### src/rtl/bit_timer_pkg.sv
// Purpose : shared types and limits for the receive bit timer.
// Latency : n/a (declarations only).
// Backpressure: n/a.
package bit_timer_pkg;

  typedef enum logic [1:0] {
    IDLE = 2'd0,
    HALF = 2'd1,
    BITS = 2'd2,
    DONE = 2'd3
  } state_t;

  // Smallest period that still has a non-zero half period, and smallest packet.
  localparam int MIN_CLKS_PER_BIT    = 2;
  localparam int MIN_BITS_PER_PACKET = 1;

endpackage

### src/rtl/flex_counter.sv
// Purpose : wrapping cycle counter, counts 1..rollover_val then restarts at 1.
// Latency : count_out registered; rollover_flag is decoded from count_out.
// Backpressure: none; count_enable freezes, clear (priority) forces zero.
// Ports   : clk, n_rst (async active-low), clear, count_enable,
//           rollover_val (wrap point), count_out, rollover_flag.
module flex_counter #(
  parameter int NUM_CNT_BITS = 4
) (
  input  logic                    clk,
  input  logic                    n_rst,
  input  logic                    clear,
  input  logic                    count_enable,
  input  logic [NUM_CNT_BITS-1:0] rollover_val,
  output logic [NUM_CNT_BITS-1:0] count_out,
  output logic                    rollover_flag
);

  localparam logic [NUM_CNT_BITS-1:0] W_ONE = NUM_CNT_BITS'(1);

  logic [NUM_CNT_BITS-1:0] r_count;

  always_ff @(posedge clk or negedge n_rst) begin
    if (!n_rst) begin
      r_count <= '0;
    end else if (clear) begin
      r_count <= '0;
    end else if (count_enable) begin
      // Wrap at or past the limit so a lowered rollover_val never lets the
      // count run away through the full range.
      if (r_count >= rollover_val) r_count <= W_ONE;
      else                         r_count <= r_count + W_ONE;
    end
  end

  assign count_out     = r_count;
  assign rollover_flag = (r_count == rollover_val);

endmodule

### src/rtl/bit_timer.sv
// Purpose : receive bit timing; half-bit wait, then one strobe per bit, then done.
// Latency : all outputs registered; first strobe H+C cycles after start.
// Backpressure: none; start ignored while busy, abort returns to IDLE.
// Ports   : clk, n_rst, start, abort, clks_per_bit (C), bits_per_packet (B)
//           -> shift_strobe, packet_done, busy, bit_index.
module bit_timer
  import bit_timer_pkg::*;
#(
  parameter int NUM_CNT_BITS = 4
) (
  input  logic                    clk,
  input  logic                    n_rst,
  input  logic                    start,
  input  logic                    abort,
  input  logic [NUM_CNT_BITS-1:0] clks_per_bit,
  input  logic [NUM_CNT_BITS-1:0] bits_per_packet,
  output logic                    shift_strobe,
  output logic                    packet_done,
  output logic                    busy,
  output logic [NUM_CNT_BITS-1:0] bit_index
);

  localparam logic [NUM_CNT_BITS-1:0] W_MIN_C = NUM_CNT_BITS'(MIN_CLKS_PER_BIT);
  localparam logic [NUM_CNT_BITS-1:0] W_MIN_B = NUM_CNT_BITS'(MIN_BITS_PER_PACKET);
  localparam logic [NUM_CNT_BITS-1:0] W_ONE   = NUM_CNT_BITS'(1);

  state_t                  r_state;
  state_t                  w_next_state;
  logic [NUM_CNT_BITS-1:0] r_c;
  logic [NUM_CNT_BITS-1:0] r_b;
  logic [NUM_CNT_BITS-1:0] w_h;
  logic                    w_accept;
  logic                    w_strobe_d;
  logic                    w_cnt_clear;
  logic                    w_cnt_en;
  logic [NUM_CNT_BITS-1:0] w_rollover_val;
  logic [NUM_CNT_BITS-1:0] w_count;
  logic                    w_rollover;
  logic                    r_shift_strobe;
  logic                    r_packet_done;
  logic                    r_busy;
  logic [NUM_CNT_BITS-1:0] r_bit_index;

  assign w_h = r_c >> 1;

  flex_counter #(
    .NUM_CNT_BITS (NUM_CNT_BITS)
  ) u_cycle_cnt (
    .clk           (clk),
    .n_rst         (n_rst),
    .clear         (w_cnt_clear),
    .count_enable  (w_cnt_en),
    .rollover_val  (w_rollover_val),
    .count_out     (w_count),
    .rollover_flag (w_rollover)
  );

  always_ff @(posedge clk or negedge n_rst) begin
    if (!n_rst) r_state <= IDLE;
    else        r_state <= w_next_state;
  end

  always_comb begin
    w_next_state = r_state;
    w_accept     = 1'b0;
    w_strobe_d   = 1'b0;
    unique case (r_state)
      IDLE: begin
        if (start) begin
          w_next_state = HALF;
          w_accept     = 1'b1;
        end
      end
      HALF: begin
        if (w_rollover) w_next_state = BITS;
      end
      BITS: begin
        // The strobe register is loaded one cycle ahead of the counter wrap,
        // so the strobe becomes visible in the cycle the count reaches C.
        if (w_count == (r_c - W_ONE)) w_strobe_d = 1'b1;
        if (w_rollover && (r_bit_index == r_b)) w_next_state = DONE;
      end
      DONE: begin
        w_next_state = IDLE;
      end
    endcase
    if (abort) begin
      w_next_state = IDLE;
      w_accept     = 1'b0;
      w_strobe_d   = 1'b0;
    end
  end

  // Counting starts on the accept edge so cycle n of HALF holds count n; the
  // HALF->BITS hand-off restarts the count at 1 through the counter's own wrap.
  assign w_cnt_en       = w_accept || (r_state == HALF) || (r_state == BITS);
  assign w_cnt_clear    = abort || (r_state == DONE) || ((r_state == IDLE) && !w_accept);
  assign w_rollover_val = (r_state == BITS) ? r_c : w_h;

  always_ff @(posedge clk or negedge n_rst) begin
    if (!n_rst) begin
      r_c <= '0;
      r_b <= '0;
    end else if (w_accept) begin
      r_c <= (clks_per_bit < W_MIN_C) ? W_MIN_C : clks_per_bit;
      r_b <= (bits_per_packet < W_MIN_B) ? W_MIN_B : bits_per_packet;
    end
  end

  always_ff @(posedge clk or negedge n_rst) begin
    if (!n_rst) begin
      r_shift_strobe <= 1'b0;
      r_packet_done  <= 1'b0;
      r_busy         <= 1'b0;
      r_bit_index    <= '0;
    end else begin
      r_shift_strobe <= w_strobe_d;
      r_packet_done  <= (w_next_state == DONE);
      r_busy         <= (w_next_state != IDLE);
      if (w_next_state == IDLE) r_bit_index <= '0;
      else if (w_strobe_d)      r_bit_index <= r_bit_index + W_ONE;
    end
  end

  assign shift_strobe = r_shift_strobe;
  assign packet_done  = r_packet_done;
  assign busy         = r_busy;
  assign bit_index    = r_bit_index;

endmodule

### config.mk
export PLATFORM = sky130hd
export DESIGN_NAME = bit_timer
export DESIGN_NICKNAME = d
export VERILOG_FILES = /design/src/rtl/bit_timer_pkg.sv /design/src/rtl/flex_counter.sv /design/src/rtl/bit_timer.sv
export SDC_FILE = /design/constraint.sdc
export NUM_CORES = 1
export LEC_CHECK = 0
export CAP_MARGIN = 5
export CORE_MARGIN = 2
export CORE_UTILIZATION = 32
export DETAILED_ROUTE_END_ITERATION = 8
export SLEW_MARGIN = 25
export SYNTH_ARGS = -nofsm -noshare
export SYNTH_HDL_FRONTEND = slang
export SYNTH_SLANG_ARGS = --single-unit
### constraint.sdc
create_clock -name clk -period 5.1 [get_ports clk]
set_clock_uncertainty 0.2 [all_clocks]
set_input_delay 1.53 -clock clk [delete_from_list [all_inputs] [get_ports clk]]
set_output_delay 1.53 -clock clk [all_outputs]
set_load 0.03 [all_outputs]
==> flow_summary.json, run 1 <==
{
  "area_growth_pct": 23.41,
  "status": "finished clean",
  "grt_util_met1": 0.1881,
  "ir_drop_mv": 0.1761,
  "rows": 21,
  "synth.distinct_cells": 29,
  "drtAntennaViolNets": 0,
  "die_area_mm2": 0.004051,
  "grt_antenna_before_repair": 0,
  "grt_pass1_vias": 825,
  "viasPerCell": 4.772,
  "grt_usage": 0.1292,
  "synth_area_leader_cell": "dfrtp_1",
  "place_hpwl_mm": 1.643,
  "cts_num_sinks": 21,
  "grt.busiest_layer": "met2",
  "met2_usage": 0.1921,
  "critical_path.startpoint_type": "register",
  "path_class": "reg2out",
  "p_per_area_mw_per_mm2": 329.1,
  "end_kind": "primary output",
  "drtIter0Drc": 39,
  "fin_crit_sh": 0.6294,
  "grt_overflow": 0,
  "vias": 816,
  "setup_viol": 0,
  "rsz0062_at_grt": "no",
  "cts_tree": "done",
  "syn_nets": 124,
  "tightest_slew_ns": 0.6562,
  "dieHeight_um": 63.65,
  "synth-seq-cells": 21,
  "clk_pin_slew_ns": 0.13,
  "cp_slowest_cell": "clkdlybuf4s50_1",
  "avgSynthCellArea_um2": 10.84,
  "finalHoldViolCount": 0,
  "io_pins": 19,
  "htree_num_levels": 1,
  "ys_top_cells_by_area": "dfrtp_1 (46%), ha_1 (7.7%), xnor2_1 (5.4%)",
  "crit_buf_inv": 1,
  "cts_buffers": 3,
  "finalNetCount": 145,
  "drcViolationCount": 0,
  "post-route-min-period_ns": 3.210,
  "worstPathCellList": "clkdlybuf4s50_1",
  "clk_latency_ns": 0.31,
  "grt_pass1_wl_mm": 4.098,
  "start_util": 0.3359,
  "max_slew_margin": 0.5607,
  "totalWireLength_mm": 2.161,
  "maxCapViolations": 0,
  "core_region_area_mm2": 0.003390,
  "die_x_um": 63.65,
  "worstPathArrival_ns": 1.48,
  "placedInstanceArea_mm2": 0.001374,
  "crit_path_max_fanout": 5,
  "clock_tree.root_cell": "clkbuf_4",
  "insertedDiodeCount": 0,
  "post_cts_buffers": 0,
  "slowest_delay_ns": 0.71,
  "max_freq_mhz": 311.5,
  "grt_max_degree": 22,
  "drv_slew": 0,
  "crit_family": "buffers and inverters",
  "fin_area_mm2": 0.001405,
  "critPathRequiredTime_ns": 3.37,
  "use_met3": 0.03571,
  "hold_class": "reg2reg",
  "cts_resized": 0,
  "drt_pass1_iterations": 4,
  "setup_tns_ns": 0,
  "leakage_nw": 0.5954,
  "drive_gt1_frac": 0.1200,
  "yosys_warnings": 0,
  "cts_hold_buffers": 0,
  "finalWeightedCongestion": 0.7853,
  "syn_inst": 105,
  "netlist.area_leader.share": 0.4615,
  "io_buffers": 18,
  "clock_path_buffers": 2,
  "yosysSeqAreaShare": 0.4615,
  "synth_area_mm2": 0.001139,
  "drt-wirelength-per-cell_um": 12.64
}
==> cells in the mapped netlist <==
| master | instances |
|---|---|
| mux2_2 | 5 |
| nand2_1 | 10 |
| o311ai_0 | 1 |
| nor4b_1 | 2 |
| xor2_1 | 5 |
| inv_1 | 4 |
| nor3_1 | 3 |
| buf_2 | 1 |
| ha_1 | 7 |
| nor3_2 | 1 |
| nand4_2 | 1 |
| a21oi_1 | 3 |
| nor3b_4 | 1 |
| nand3_1 | 2 |
| nor2b_1 | 3 |
| a21o_1 | 1 |
| nand4_1 | 1 |
| dfrtp_1 | 21 |
| o21ai_0 | 5 |
| nand2b_1 | 1 |
| nor2_1 | 10 |
| o31a_1 | 1 |
| xnor2_1 | 7 |
| xnor3_1 | 1 |
| nor2_4 | 1 |
| and4_1 | 1 |
| clkbuf_1 | 1 |
| nor4_1 | 2 |
| mux2i_1 | 3 |
==> path summary, 6_finish.rpt <==
check,cells after the start,start,slack (ns),to
max,1,bit_index[2],1.89,bit_index[2]
min,1,r_b[2],0.34,r_b[2]
max reg2reg,8,r_state[1],2.59,u_cycle_cnt.count_out[2]
min reg2reg,1,r_b[2],0.34,r_b[2]
max in group asynchronous,1,n_rst,3.39,r_b[2]
min in group asynchronous,1,n_rst,0.95,u_cycle_cnt.count_out[2]
==> through the flow <==
stage	worst slack, ns	total power [mW]	hold WS [ns]	instances	util
2_1_floorplan	2.364	0.3414	0.3011	105	-
3_3_place_gp	1.488	0.3803	0.3133	167	0.4053
3_5_place_dp	1.455	0.3861	0.3219	167	0.4053
4_1_cts	1.779	0.4673	0.3482	171	0.4134
5_1_grt	1.808	0.5021	0.3772	171	0.4145
6_report	1.890	0.4624	0.3424	171	0.4145
==> registers in the layout, summed over array words and instances, names as in the netlist <==
register,flops
busy,1
packet_done,1
r_state,2
shift_strobe,1
u_cycle_cnt.count_out,4
r_c,4
bit_index,4
r_b,4
==> report_power, final <==
part	internal, mW	switching (mW)
clock network	0.0293	0.0514
logic	0.0803	0.0746
registers	0.194	0.0324
==> final cells by class <==
type                       instances  area (um2)
fill                             325        1984
sequential                        21       525.5
multi-input combinational         78       604.3
tap                               46       57.56
clock inverter                     1       5.005
timing repair buffer              18       175.2
inverter                           4       15.01
clock buffer                       3       22.52
==> metal layers <==
| layer | routed length, um | up-vias |
|---|---|---|
| met4 | 0 | 0 |
| met2 | 967 | 18 |
| met1 | 1103 | 391 |
| li1 | - | 407 |
| met3 | 90 | 0 |
| met5 | 0 | - |
==> cells in the final DEF (no fill, tap or decap), types with 2 or more instances in the layout <==
| cell | netlist | final |
|---|---|---|
| o21ai_0 | 5 | 5 |
| mux2_2 | 5 | 5 |
| xnor2_1 | 7 | 7 |
| nand2_1 | 10 | 10 |
| dfrtp_1 | 21 | 21 |
| nor2b_1 | 3 | 3 |
| nor2_1 | 10 | 10 |
| clkbuf_4 | 0 | 3 |
| ha_1 | 7 | 7 |
| nor4_1 | 2 | 2 |
| xor2_1 | 5 | 5 |
| clkdlybuf4s50_1 | 0 | 17 |
| inv_1 | 4 | 4 |
| nor3_1 | 3 | 3 |
| a21oi_1 | 3 | 3 |
| mux2i_1 | 3 | 3 |
| nand3_1 | 2 | 2 |
==> cell families (layout without fill, tap and decap cells) <==
family / after synthesis / count (layout) / share of synthesized area
compound gates: 11 / 11 / 0.05714
xor+xnor: 13 / 13 / 0.1121
fa+ha+maj: 7 / 7 / 0.07692
buf+inv: 6 / 26 / 0.02087
flops: 21 / 21 / 0.4615
mux: 8 / 8 / 0.07582
simple gates: 39 / 39 / 0.1956
(Power assumes the default switching activity.)
==> run 2, diff against run 1 <==
==> constraint.sdc (replaced) <==
create_clock -name clk -period 3.3 [get_ports clk]
set_clock_uncertainty 0.2 [all_clocks]
set_input_delay 0.99 -clock clk [delete_from_list [all_inputs] [get_ports clk]]
set_output_delay 0.99 -clock clk [all_outputs]
set_load 0.03 [all_outputs]
==> run 2 against run 1 <==
Largest power group unchanged. Register-to-register slack got worse by 1.8 ns. Critical endpoint is now bit_index[0]. Hold slack improved by 0.0068 ns. Critical path depth did not move. Via count fell by 0.74%. Wire length fell by 1.2%. Sequential cell count did not move.
==> flow_summary.json, run 2 (synthesis gave the netlist of run 1 again) <==
{
  "finalWeightedCongestion": 0.7469,
  "hold_class": "reg2reg",
  "htree_num_levels": 1,
  "post-route-min-period_ns": 2.667,
  "layout_setup_ws_ns": 0.6328,
  "cp.depth": 1,
  "grt_max_degree": 22,
  "io_buffers": 18,
  "grt_antenna_before_repair": 0,
  "drtIter0Drc": 38,
  "insertedDiodeCount": 0,
  "clock_path_buffers": 2,
  "fill_cells": 342,
  "cts_hold_buffers": 0,
  "r2r_cells": 9,
  "stdcell_count": 173,
  "io_pins": 19,
  "rows": 21,
  "fin_crit_sh": 0.8082,
  "path_class": "reg2out",
  "min_path_cells": 1,
  "worstPathArrival_ns": 1.48,
  "pre_cts_ws_ns": 0.5903,
  "internal_power_mw": 0.4725,
  "leakage_nw": 0.6006,
  "cts_tree": "done",
  "crit_path_max_fanout": 5,
  "totalWireLength_mm": 2.135,
  "cts_num_sinks": 21,
  "slowest_delay_ns": 0.71,
  "wl_met2_um": 929,
  "crit_family": "buffers and inverters",
  "end_kind": "primary output",
  "critPathRequiredTime_ns": 2.11,
  "worstPathCellList": "clkdlybuf4s50_1",
  "wl_met3_um": 110,
  "p_seq_frac": 0.485,
  "grt_pass1_wl_mm": 3.926,
  "area_growth_pct": 24.40,
  "setup_tns_ns": 0,
  "clk_latency_ns": 0.31,
  "core_region_area_mm2": 0.003390,
  "finalHoldViolCount": 0,
  "crit_buf_inv": 1,
  "drive_gt1_frac": 0.1260,
  "start_util": 0.3359,
  "final_cell_mix": "dfrtp_1 (21), clkdlybuf4s50_1 (18), nand2_1 (10), nor2_1 (10)",
  "p_per_area_mw_per_mm2": 505.3,
  "max_freq_mhz": 374.9,
  "drt_pass1_iterations": 4,
  "placed_cells": 169,
  "clock_tree.root_cell": "clkbuf_4",
  "top_layer": "met4",
  "post_cts_buffers": 0,
  "drt-wirelength-per-cell_um": 12.34,
  "setup_viol": 0,
  "critical_path.startpoint_type": "register",
  "grt_usage": 0.1250,
  "pwr-share-comb": 0.342,
  "cp_slowest_cell": "clkdlybuf4s50_1",
  "regArea_um2": 525.5,
  "switchingPower_mw": 0.2432,
  "drcViolationCount": 0,
  "switching_share": 0.3398,
  "clk_pin_slew_ns": 0.11,
  "wl_met1_mm": 1.081,
  "final_common_cell": "dfrtp_1",
  "vias": 810,
  "viasPerCell": 4.682,
  "drv_slew": 0,
  "cts_resized": 0,
  "ir_drop_mv": 0.3111,
  "drtAntennaViolNets": 0,
  "hold_slack_ns": 0.3492,
  "die_area_mm2": 0.004051,
  "grt_pass1_vias": 819,
  "grt_overflow": 0,
  "multi_input_area_um2": 595.6,
  "max_slew_margin": 0.6793,
  "maxCapViolations": 0,
  "finalNetCount": 147,
  "rsz0062_at_grt": "no",
  "tightest_slew_ns": 0.4800,
  "die_x_um": 63.65,
  "dieHeight_um": 63.65,
  "status": "finished clean",
  "pwr-share-clk": 0.173,
  "place_hpwl_mm": 1.679,
  "cts_buffers": 3
}
## run 2: power groups by stage
stage	Clock, mW	Sequential (mW)	Combinational [mW]
floorplan	0	0.344	0.184
global placement	0	0.352	0.240
detailed placement	0	0.353	0.246
CTS	0.130	0.347	0.248
global route	0.143	0.356	0.282
finish	0.124	0.347	0.245
## run 2: area by class of cell
class,instances,share of cell area
multi-input cells,78,0.4205
flip-flops and latches,21,0.3710
repair buffers,20,0.1378
well taps,46,0.04064
clock buffers,3,0.01590
inverters,4,0.01060
clock inverters,1,0.003534
## run 2: through the flow
stage                       util  instance area, um2  power (mW)
after floorplan                -                1139      0.5276
after global placement    0.4097                1389      0.5923
after detailed placement  0.4097                1389      0.5996
after CTS                 0.4179                1416      0.7253
after global routing      0.4179                1416      0.7802
final                     0.4179                1416      0.7157
## run 2: final timing paths
check	startpoint	to	slack [ns]
worst min register to register	r_b[2]	r_b[2]	0.35
min in group asynchronous	n_rst	u_cycle_cnt.count_out[0]	0.80
worst max register to register	r_state[1]	u_cycle_cnt.count_out[0]	0.76
worst min-delay path	r_b[2]	r_b[2]	0.35
max in group asynchronous	n_rst	r_c[1]	1.87
worst max-delay path	bit_index[0]	bit_index[0]	0.63
## run 2: layer usage
| layer | vias up | track usage |
|---|---|---|
| met3 | 2 | 0.04107 |
| met1 | 381 | 0.1845 |
| met4 | 0 | 0.02446 |
| met2 | 20 | 0.1776 |
| met5 | - | 0 |
| li1 | 407 | - |
